==> src/rtl/native_port_arbiter.sv <==
// native_port_arbiter
// Shares one native command / write-data / read-data port of the LPDDR4
// controller between NUM_PORTS requesters.
// - Commands are arbitrated round-robin.
// - A write keeps its grant until its single data beat has been accepted.
// - Read returns come back in order. Each one is routed to the port that
//   issued it, using a FIFO of port IDs.
// Optional feature: define NATIVE_ARB_PERF_CNT_EN to add saturating
// per-port accepted-command counters on the grant_cnt output.

module native_port_arbiter #(
    parameter int NUM_PORTS     = 2,
    parameter int ADDR_W        = 27,
    parameter int DATA_W        = 128,
    parameter int RD_FIFO_DEPTH = 8
) (
    input  logic                          clk,
    input  logic                          rst,
`ifdef NATIVE_ARB_PERF_CNT_EN
    output logic [NUM_PORTS*32-1:0]       grant_cnt,
`endif
    input  logic [NUM_PORTS-1:0]          req_cmd_valid,
    output logic [NUM_PORTS-1:0]          req_cmd_ready,
    input  logic [NUM_PORTS-1:0]          req_cmd_we,
    input  logic [NUM_PORTS*ADDR_W-1:0]   req_cmd_addr,
    input  logic [NUM_PORTS-1:0]          req_wdata_valid,
    output logic [NUM_PORTS-1:0]          req_wdata_ready,
    input  logic [NUM_PORTS*DATA_W-1:0]   req_wdata_data,
    input  logic [NUM_PORTS*DATA_W/8-1:0] req_wdata_we,
    output logic [NUM_PORTS-1:0]          req_rdata_valid,
    input  logic [NUM_PORTS-1:0]          req_rdata_ready,
    output logic [DATA_W-1:0]             req_rdata_data,
    output logic                          cmd_valid,
    input  logic                          cmd_ready,
    output logic                          cmd_we,
    output logic [ADDR_W-1:0]             cmd_addr,
    output logic                          wdata_valid,
    input  logic                          wdata_ready,
    output logic [DATA_W-1:0]             wdata_data,
    output logic [DATA_W/8-1:0]           wdata_we,
    input  logic                          rdata_valid,
    output logic                          rdata_ready,
    input  logic [DATA_W-1:0]             rdata_data
);

    localparam int BE_W = DATA_W / 8;
    localparam int PW   = (NUM_PORTS > 1) ? $clog2(NUM_PORTS) : 1;
    localparam int AW   = (RD_FIFO_DEPTH > 1) ? $clog2(RD_FIFO_DEPTH) : 1;
    localparam int CW   = AW + 1;

    typedef enum logic [1:0] {
        IDLE  = 2'd0,
        CMD   = 2'd1,
        WDATA = 2'd2
    } state_t;

    state_t        state;
    state_t        next_state;
    logic [PW-1:0] grant;
    logic [PW-1:0] next_grant;
    logic [PW-1:0] ptr;
    logic [PW-1:0] arb_winner;
    logic [PW-1:0] cand;
    logic          arb_found;

    logic [PW-1:0] fifo_mem [RD_FIFO_DEPTH];
    logic [AW-1:0] wr_ptr;
    logic [AW-1:0] rd_ptr;
    logic [CW-1:0] count;
    logic [PW-1:0] head;
    logic          fifo_empty;
    logic          fifo_full;
    logic          push;
    logic          pop;
    logic          block;
    logic          cmd_accept;

    assign fifo_empty = (count == '0);
    assign fifo_full  = (count == CW'(RD_FIFO_DEPTH));
    assign head       = fifo_mem[rd_ptr];

    // Read return path.
    // The FIFO head selects which port sees the downstream read beat.
    // Nothing is accepted from downstream while no read is outstanding.
    always_comb begin
        req_rdata_valid = '0;
        rdata_ready     = 1'b0;
        if (!fifo_empty) begin
            req_rdata_valid[head] = rdata_valid;
            rdata_ready           = req_rdata_ready[head];
        end
    end

    assign req_rdata_data = rdata_data;
    assign pop            = rdata_valid & rdata_ready;

    // Read backpressure.
    // A read may only issue while the FIFO has room. A pop in the same cycle
    // frees a slot, so the read can go out in the cycle the slot frees up.
    assign block      = (state == CMD) & ~req_cmd_we[grant] & fifo_full & ~pop;
    assign cmd_accept = (state == CMD) & req_cmd_valid[grant] & cmd_ready & ~block;
    assign push       = cmd_accept & ~req_cmd_we[grant];

    // Round-robin search.
    // Picks the first requesting port after the pointer, wrapping around.
    always_comb begin
        arb_winner = ptr;
        arb_found  = 1'b0;
        cand       = '0;
        for (int k = 1; k <= NUM_PORTS; k++) begin
            cand = PW'((int'(ptr) + k) % NUM_PORTS);
            if (!arb_found && req_cmd_valid[cand]) begin
                arb_winner = cand;
                arb_found  = 1'b1;
            end
        end
    end

    // Next state, plus muxing the granted port onto the downstream interface.
    always_comb begin
        next_state      = state;
        next_grant      = grant;
        cmd_valid       = 1'b0;
        cmd_we          = 1'b0;
        cmd_addr        = '0;
        wdata_valid     = 1'b0;
        wdata_data      = '0;
        wdata_we        = '0;
        req_cmd_ready   = '0;
        req_wdata_ready = '0;
        case (state)
            IDLE: begin
                if (|req_cmd_valid) begin
                    next_grant = arb_winner;
                    next_state = CMD;
                end
            end
            CMD: begin
                cmd_valid            = req_cmd_valid[grant] & ~block;
                cmd_we               = req_cmd_we[grant];
                cmd_addr             = req_cmd_addr[grant*ADDR_W +: ADDR_W];
                req_cmd_ready[grant] = cmd_ready & ~block;
                if (cmd_accept) begin
                    next_state = req_cmd_we[grant] ? WDATA : IDLE;
                end
            end
            WDATA: begin
                wdata_valid            = req_wdata_valid[grant];
                wdata_data             = req_wdata_data[grant*DATA_W +: DATA_W];
                wdata_we               = req_wdata_we[grant*BE_W +: BE_W];
                req_wdata_ready[grant] = wdata_ready;
                if (req_wdata_valid[grant] && wdata_ready) begin
                    next_state = IDLE;
                end
            end
            default: begin
                next_state = IDLE;
            end
        endcase
    end

    // FSM state, grant and round-robin pointer registers.
    always_ff @(posedge clk) begin
        if (rst) begin
            state <= IDLE;
            grant <= '0;
            ptr   <= PW'(NUM_PORTS - 1);
        end else begin
            state <= next_state;
            grant <= next_grant;
            if (cmd_accept) begin
                ptr <= grant;
            end
        end
    end

    // Return FIFO pointers and occupancy.
    // A push and a pop in the same cycle leave the count unchanged.
    always_ff @(posedge clk) begin
        if (rst) begin
            wr_ptr <= '0;
            rd_ptr <= '0;
            count  <= '0;
        end else begin
            if (push) begin
                wr_ptr <= wr_ptr + 1'b1;
            end
            if (pop) begin
                rd_ptr <= rd_ptr + 1'b1;
            end
            case ({push, pop})
                2'b10:   count <= count + 1'b1;
                2'b01:   count <= count - 1'b1;
                default: count <= count;
            endcase
        end
    end

    // Return FIFO storage.
    // No reset is needed: only entries between the pointers are ever read.
    always_ff @(posedge clk) begin
        if (push) begin
            fifo_mem[wr_ptr] <= grant;
        end
    end

`ifdef NATIVE_ARB_PERF_CNT_EN
    logic [31:0] perf_cnt [NUM_PORTS];

    // Per-port accepted-command counters. Each counter stops at all-ones.
    always_ff @(posedge clk) begin
        for (int i = 0; i < NUM_PORTS; i++) begin
            if (rst) begin
                perf_cnt[i] <= '0;
            end else if (cmd_accept && (grant == PW'(i)) && (perf_cnt[i] != 32'hFFFF_FFFF)) begin
                perf_cnt[i] <= perf_cnt[i] + 32'd1;
            end
        end
    end

    // Pack the counters onto the flat output bus.
    always_comb begin
        grant_cnt = '0;
        for (int i = 0; i < NUM_PORTS; i++) begin
            grant_cnt[i*32 +: 32] = perf_cnt[i];
        end
    end
`endif

endmodule

==> config.mk <==
export PLATFORM = sky130hd
export DESIGN_NAME = native_port_arbiter
export DESIGN_NICKNAME = d
export VERILOG_FILES = /design/src/rtl/native_port_arbiter.sv
export SDC_FILE = /design/constraint.sdc
export NUM_CORES = 1
export LEC_CHECK = 0
export CAP_MARGIN = 20
export CORE_AREA = 5 5 304 306
export DETAILED_ROUTE_END_ITERATION = 12
export DIE_AREA = 0 0 309 311
export GPL_TIMING_DRIVEN = 0
export SETUP_SLACK_MARGIN = 0.02
export SLEW_MARGIN = 20
export SYNTH_ARGS = -nofsm -noshare
export SYNTH_HDL_FRONTEND = slang
export SYNTH_SLANG_ARGS = --single-unit
==> constraint.sdc <==
create_clock -name clk -period 3.3 [get_ports clk]
set_input_delay 0.33 -clock clk [delete_from_list [all_inputs] [get_ports clk]]
set_output_delay 0.33 -clock clk [all_outputs]
set_load 0.1 [all_outputs]
# Word-level counts from Yosys, hierarchy flattened
# Memories as Yosys holds them, arrays and structs flattened. A register that Yosys moved wholly into a read port is not among the register bits.
# Cells that the tools add are included.
# W data, S select, Z words.
[totals]
mem_bits_rw = 8
output_inout_bits = 309
word_cells = 97
memories = 1
romBits = 0
latchBits = 0
reg_bits = 14
input_bits = 483
[classes]
bitwise = 16
n_reduce_logical = 11
muxes = 39
n_mul = 1
n_shift = 3
addsub = 6
n_div = 0
eq_ne = 8
magnitude_cmp = 6
[memory_table]
columns = ["name", "words", "word_bits", "rd", "rd_clocked_by_memory_dff", "wr", "line_no", "source"]
rows = [
  ["fifo_mem", 8, 1, 1, 1, 1, "66", "logic [PW-1:0] fifo_mem [RD_FIFO_DEPTH];"],
]
[op_table]
columns = ["op", "count"]
rows = [
  ["$shiftx A256 B9 Y128", 1],
  ["$mux W128", 1],
  ["$shiftx A54 B7 Y27", 1],
  ["$shiftx A32 B6 Y16", 1],
  ["$mux W27", 1],
  ["$mux W1", 23],
  ["$mux W16", 1],
  ["$mux W2", 7],
  ["$and A1 B1 Y1", 10],
  ["$lt A1 B2 Y1 const B", 4],
  ["$pmux W4 S2", 1],
  ["$add A3 B1 Y3 const B", 2],
  ["$and A2 B2 Y2", 3],
  ["$mul A1 B5 Y6 const B", 1],
  ["$mux W3", 2],
  ["$ne A2 B2 Y1 const B", 3],
  ["$pmux W2 S3", 1],
  ["$add A4 B1 Y4 const B", 1],
  ["$eq A2 B1 Y1 const B", 2],
  ["$eq A2 B2 Y1 const B", 2],
  ["$eq A4 B4 Y1 const B", 1],
  ["$logic_and A1 B1 Y1", 4],
  ["$logic_not A4 Y1", 1],
  ["$sub A4 B1 Y4 const B", 1],
  ["10 further kinds", 15],
]

# Depth between registers and ports, before layout
[logic_depth]
ltp_word = 11
ltp_mapped = 13
mapped_depth_nobuf = 11

# Worst setup path after synthesis
# No wires, ideal clock.
[synth_path]
kind = "register to output"
startpoint = "register grant"
endpoint = "output req_wdata_ready[1]"
slack_ns = -0.431
path_stages_with_launch = 6
t_required_ns = 2.970
t_arrival_ns = 3.401
path_buffers = 3
cell_sequence = "dfxtp_1 -> buf_2 -> buf_2 -> buf_1 -> inv_1 -> nor3_1"
[synth_between]
elab_chain_cells = 6
elab_cells_between_ends = 7
cone_classes = "2 x order compare; 3 x mux; 1 x bitwise; 1 x reduce/logical"
[synth_rtl]
columns = ["item", "line_no", "source"]
rows = [
  ["start: declaration", "59", "logic [PW-1:0] grant;"],
  ["start signal: assignment", "170", "grant <= next_grant;"],
  ["$lt A1 B2 Y1 (not written as such) / $ge A1 B1 Y1 (equally long branches)", "151", "req_wdata_ready[grant] = wdata_ready;"],
  ["$logic_and A1 B1 Y1 (not written as such)", "151", ""],
  ["$mux W1 (not written as such)", "151", ""],
  ["$demux W1 S1 *", "151", ""],
  ["$and A2 B2 Y2 (no source line) *", "--", ""],
  ["$mux W2 *", "131", "case (state)"],
  ["end: declaration", "27", "output logic [NUM_PORTS-1:0] req_wdata_ready,"],
]
# Every way passes the cells marked *; elsewhere a longest branch is shown, timed or not.

# Final worst setup path
[layout_path]
startpoint = "register state[0]"
endpoint = "output wdata_we[14]"
[layout_between]
elab_chain_cells = 2
[layout_rtl]
columns = ["item", "line_no", "source"]
rows = [
  ["start: declaration", "57", "state_t state;"],
  ["start signal: assignment", "169", "state <= next_state;"],
  ["$eq A2 B2 Y1", "131", ""],
  ["$mux W16", "131", ""],
  ["end: declaration", "40", "output logic [DATA_W/8-1:0] wdata_we,"],
]
# No other way between the ends.

==> out/qor.csv <==
stage,metric,value,unit
clock_network,cts-hold-fix-buffers,0,
global_route,grt_pass1_vias,7505,
synth,muxShareOfSynthArea,0.388,
timing,drv_slew,0,
clock_network,clkTransAtPathRegs,0.06,ns
timing,fin_ws,0.261,ns
finish,finalNonFillerCells,2510,
global_route,grt.total_usage,0.111,
synth,synthMostInstantiatedCell,nor2_1,
placed_design,gp_congestion,0.846,
setup_path,slowest_delay,0.88,ns
synth,synth_xor_xnor_area_share,0.00892,
drt,first_pass_iters,4,
synth,synthFlopType,dfxtp_1,
drt,drc,0,
clock_network,htree_levels,1,
placed_design,port_buffers,662,
finish,fillCellCount,10264,
power,totalPowerFinal,2.75,mW
synth,synth_adder_area_share,0.0127,
outcome,outcome,"complete, no violations",
timing,max_slew_margin,0.212,
power,cellLeakagePower,4.81,nW
synth,syn_nets,1142,
setup_path,crit_path_start_kind,flip-flop,
global_route,grt_max_degree,14,
clock_network,cts_num_sinks,25,
synth,synth_cells,654,
clock_network,clock_latency,0.26,ns
synth,yosys-top-cells-area,"mux2i_1 36%, buf_4 20%, nor2_1 14%",
setup_path,crit_path_max_fanout,10,
timing,fin_crit,3.04,ns
setup_path,end_kind,primary output,
floorplanning,die_area,96100,sq um
power,powerDensity,207,nW/um^2
flow_run,cap_viol_max_count,0,
synth,ys_types,47,
setup_path,crit_type,flip-flop to primary output,
synth,yosys_warnings,0,
timing,fin_skew,0.00408,ns
clock_network,postCtsSetupBuffers,0,
setup_path,cp.required,2.97,ns
synth,synth_common_cells,"188 x nor2_1, 178 x mux2i_1, 128 x buf_4, 25 x buf_1, 18 x clkbuf_1",
clock_network,cts_max_path_buffers,2,
floorplanning,start_util,0.0550,
floorplanning,core.rowCount,110,
clock_network,cts_buffers,3,
floorplanning,coreArea,89300,sq um
timing,setup_viol,0,
setup_path,slowest_stage,dlygate4sd2_1,
setup_path,worstPathCellList,"nand2b_1, clkbuf_2, clkbuf_2, nor2_1, dlygate4sd2_1",
synth,yosys.area_share.simple,0.212,
synth,ys_seq_elements,25,
clock_network,cts_tree,yes,
drt,vias_per_cell,2.91,
floorplanning,die_h,311,microns
synth,synth_edf_count,8,
floorplanning,die_w,309,microns
finish,finalNetCount,1809,
drt,wl,58.0,mm
synth,ys_seq_area_frac,0.118,
synth,synth_top_family_by_area,multiplexers,
finish,drive_gt1_frac,0.255,
setup_path,cpMostUsedCell,clkbuf_2,
hold_path,hp-class,flip-flop to flip-flop,
finish,multiInputGateArea,3270,sq um
finish,synthToLayoutAreaGrowth,171,%
clock_network,cts_root_buffer,clkbuf_16,
drt,vias,7314,
synth,synth_area,4910,sq um
global_route,grt_overflow_total,0,
power,vdd_drop_max,0.141,mV
placed_design,placed_cells,2492,
floorplanning,pin_count,792,
drt,post_drt_wl_per_cell,23.1,microns
synth,synth_top_area_frac,0.363,
synth,synth_top_area_cell,mux2i_1,
timing,fin_crit_sh,0.921,
finish,finalCoreUtilization,0.149,
placed_design,place_hpwl,54.6,mm
placed_design,dp_slack,-1.48,ns
synth,synth_compound_area_frac,0.0239,
setup_path,cp.buffers_inverters,3,
timing,fmax,0.329,GHz
setup_path,crit_arrival,2.71,ns
setup_path,critical-path-top-delay-family,buffers and inverters,
timing,finalHoldViolations,0,
global_route,grt_pass1_wl,72.3,mm
timing,worst_slew_pin_slew,1.19,ns
clock_network,cts_resized,453,
finish,regArea,586,sq um
timing,rsz0062_at_grt,false,
synth,async_flop_share,0,
drt,ant_nets,0,
global_route,antenna_found_initial,42,
synth,avgSynthCellArea,7.51,sq um
drt,drtIter0Drc,278,
area by class of cell:
cell class | count | share of cell area
sequential | 25 | 0.0440
timing repair buffer | 662 | 0.498
inverter | 4 | 0.00113
buffer | 174 | 0.0926
tap | 1176 | 0.111
multi-input combinational | 451 | 0.245
antenna | 14 | 0.00263
clock buffer | 4 | 0.00593
routing by layer:
metal	routed length, microns	share of wire	vias up	global-route usage
li1	-	-	3423	-
met1	22000	0.38	3353	0.127
met2	26000	0.45	446	0.182
met3	9280	0.16	56	0.0713
met4	429	0.0074	36	0.0115
met5	235	0.0041	-	0
power by group:
group          switching (mW)  leakage [nW]  internal [mW]
Combinational            1.35          4.56          0.813
Clock                  0.0994        0.0382          0.165
Sequential            0.00715         0.213          0.323
metrics by stage:
step | setup TNS, ns | hold WS (ns) | cell area, sq um
finish | 0 | 0.522 | 13300
global route | 0 | 0.535 | 13300
CTS | 0 | 0.530 | 13200
detailed placement | -119.96 | 0.521 | 12900
global placement | -157.19 | 0.513 | 13000
floorplan | 0 | 0.477 | 4920
path summary, 6_finish.rpt:
path	slack, ns	end	cells after the start	from
max	0.26	wdata_we[14]	5	state[0]
min	0.52	fifo_mem[4]	0	grant
max reg2reg	0.27	count[2]	12	flip-flop
min reg2reg	0.52	fifo_mem[4]	0	grant
worst reg2reg max path, delay by kind of cell (launching register included):
family	cells	cell delay (ns)
multiplexers	2	0.88
XOR/XNOR	2	0.24
AND/OR/NAND/NOR	1	0.30
buffers and inverters	1	0.16
flip-flops	1	0.35
AO/OA/AOI/OAI	4	0.60
adder cells (fa/ha/maj)	2	0.42
layout by cell type (no fill, tap or decap), types with 5 or more instances in the layout:
master           count
buf_1                8
buf_2               32
buf_4              136
clkbuf_1            13
clkbuf_2             7
clkdlybuf4s15_1      5
clkdlybuf4s15_2    126
clkdlybuf4s50_1    485
dfxtp_1             15
diode_2             14
dlygate4sd2_1       19
edfxtp_1             8
mux2i_1            167
mux2i_2              7
mux2i_4              5
nand2_1             12
nor2_1             188
logic make-up (layout without fill, tap and decap cells):
kind of cell / Yosys count / in the layout
and+or+nand+nor: 238 / 238
buffers and inverters: 178 / 844
AOI/OAI and AO/OA: 17 / 17
adders and majority gates: 5 / 5
other: 0 / 14
xor gates and xnor gates: 5 / 5
muxes: 186 / 186
DFF: 25 / 25
No activity file was read; power rests on OpenSTA's default activity.
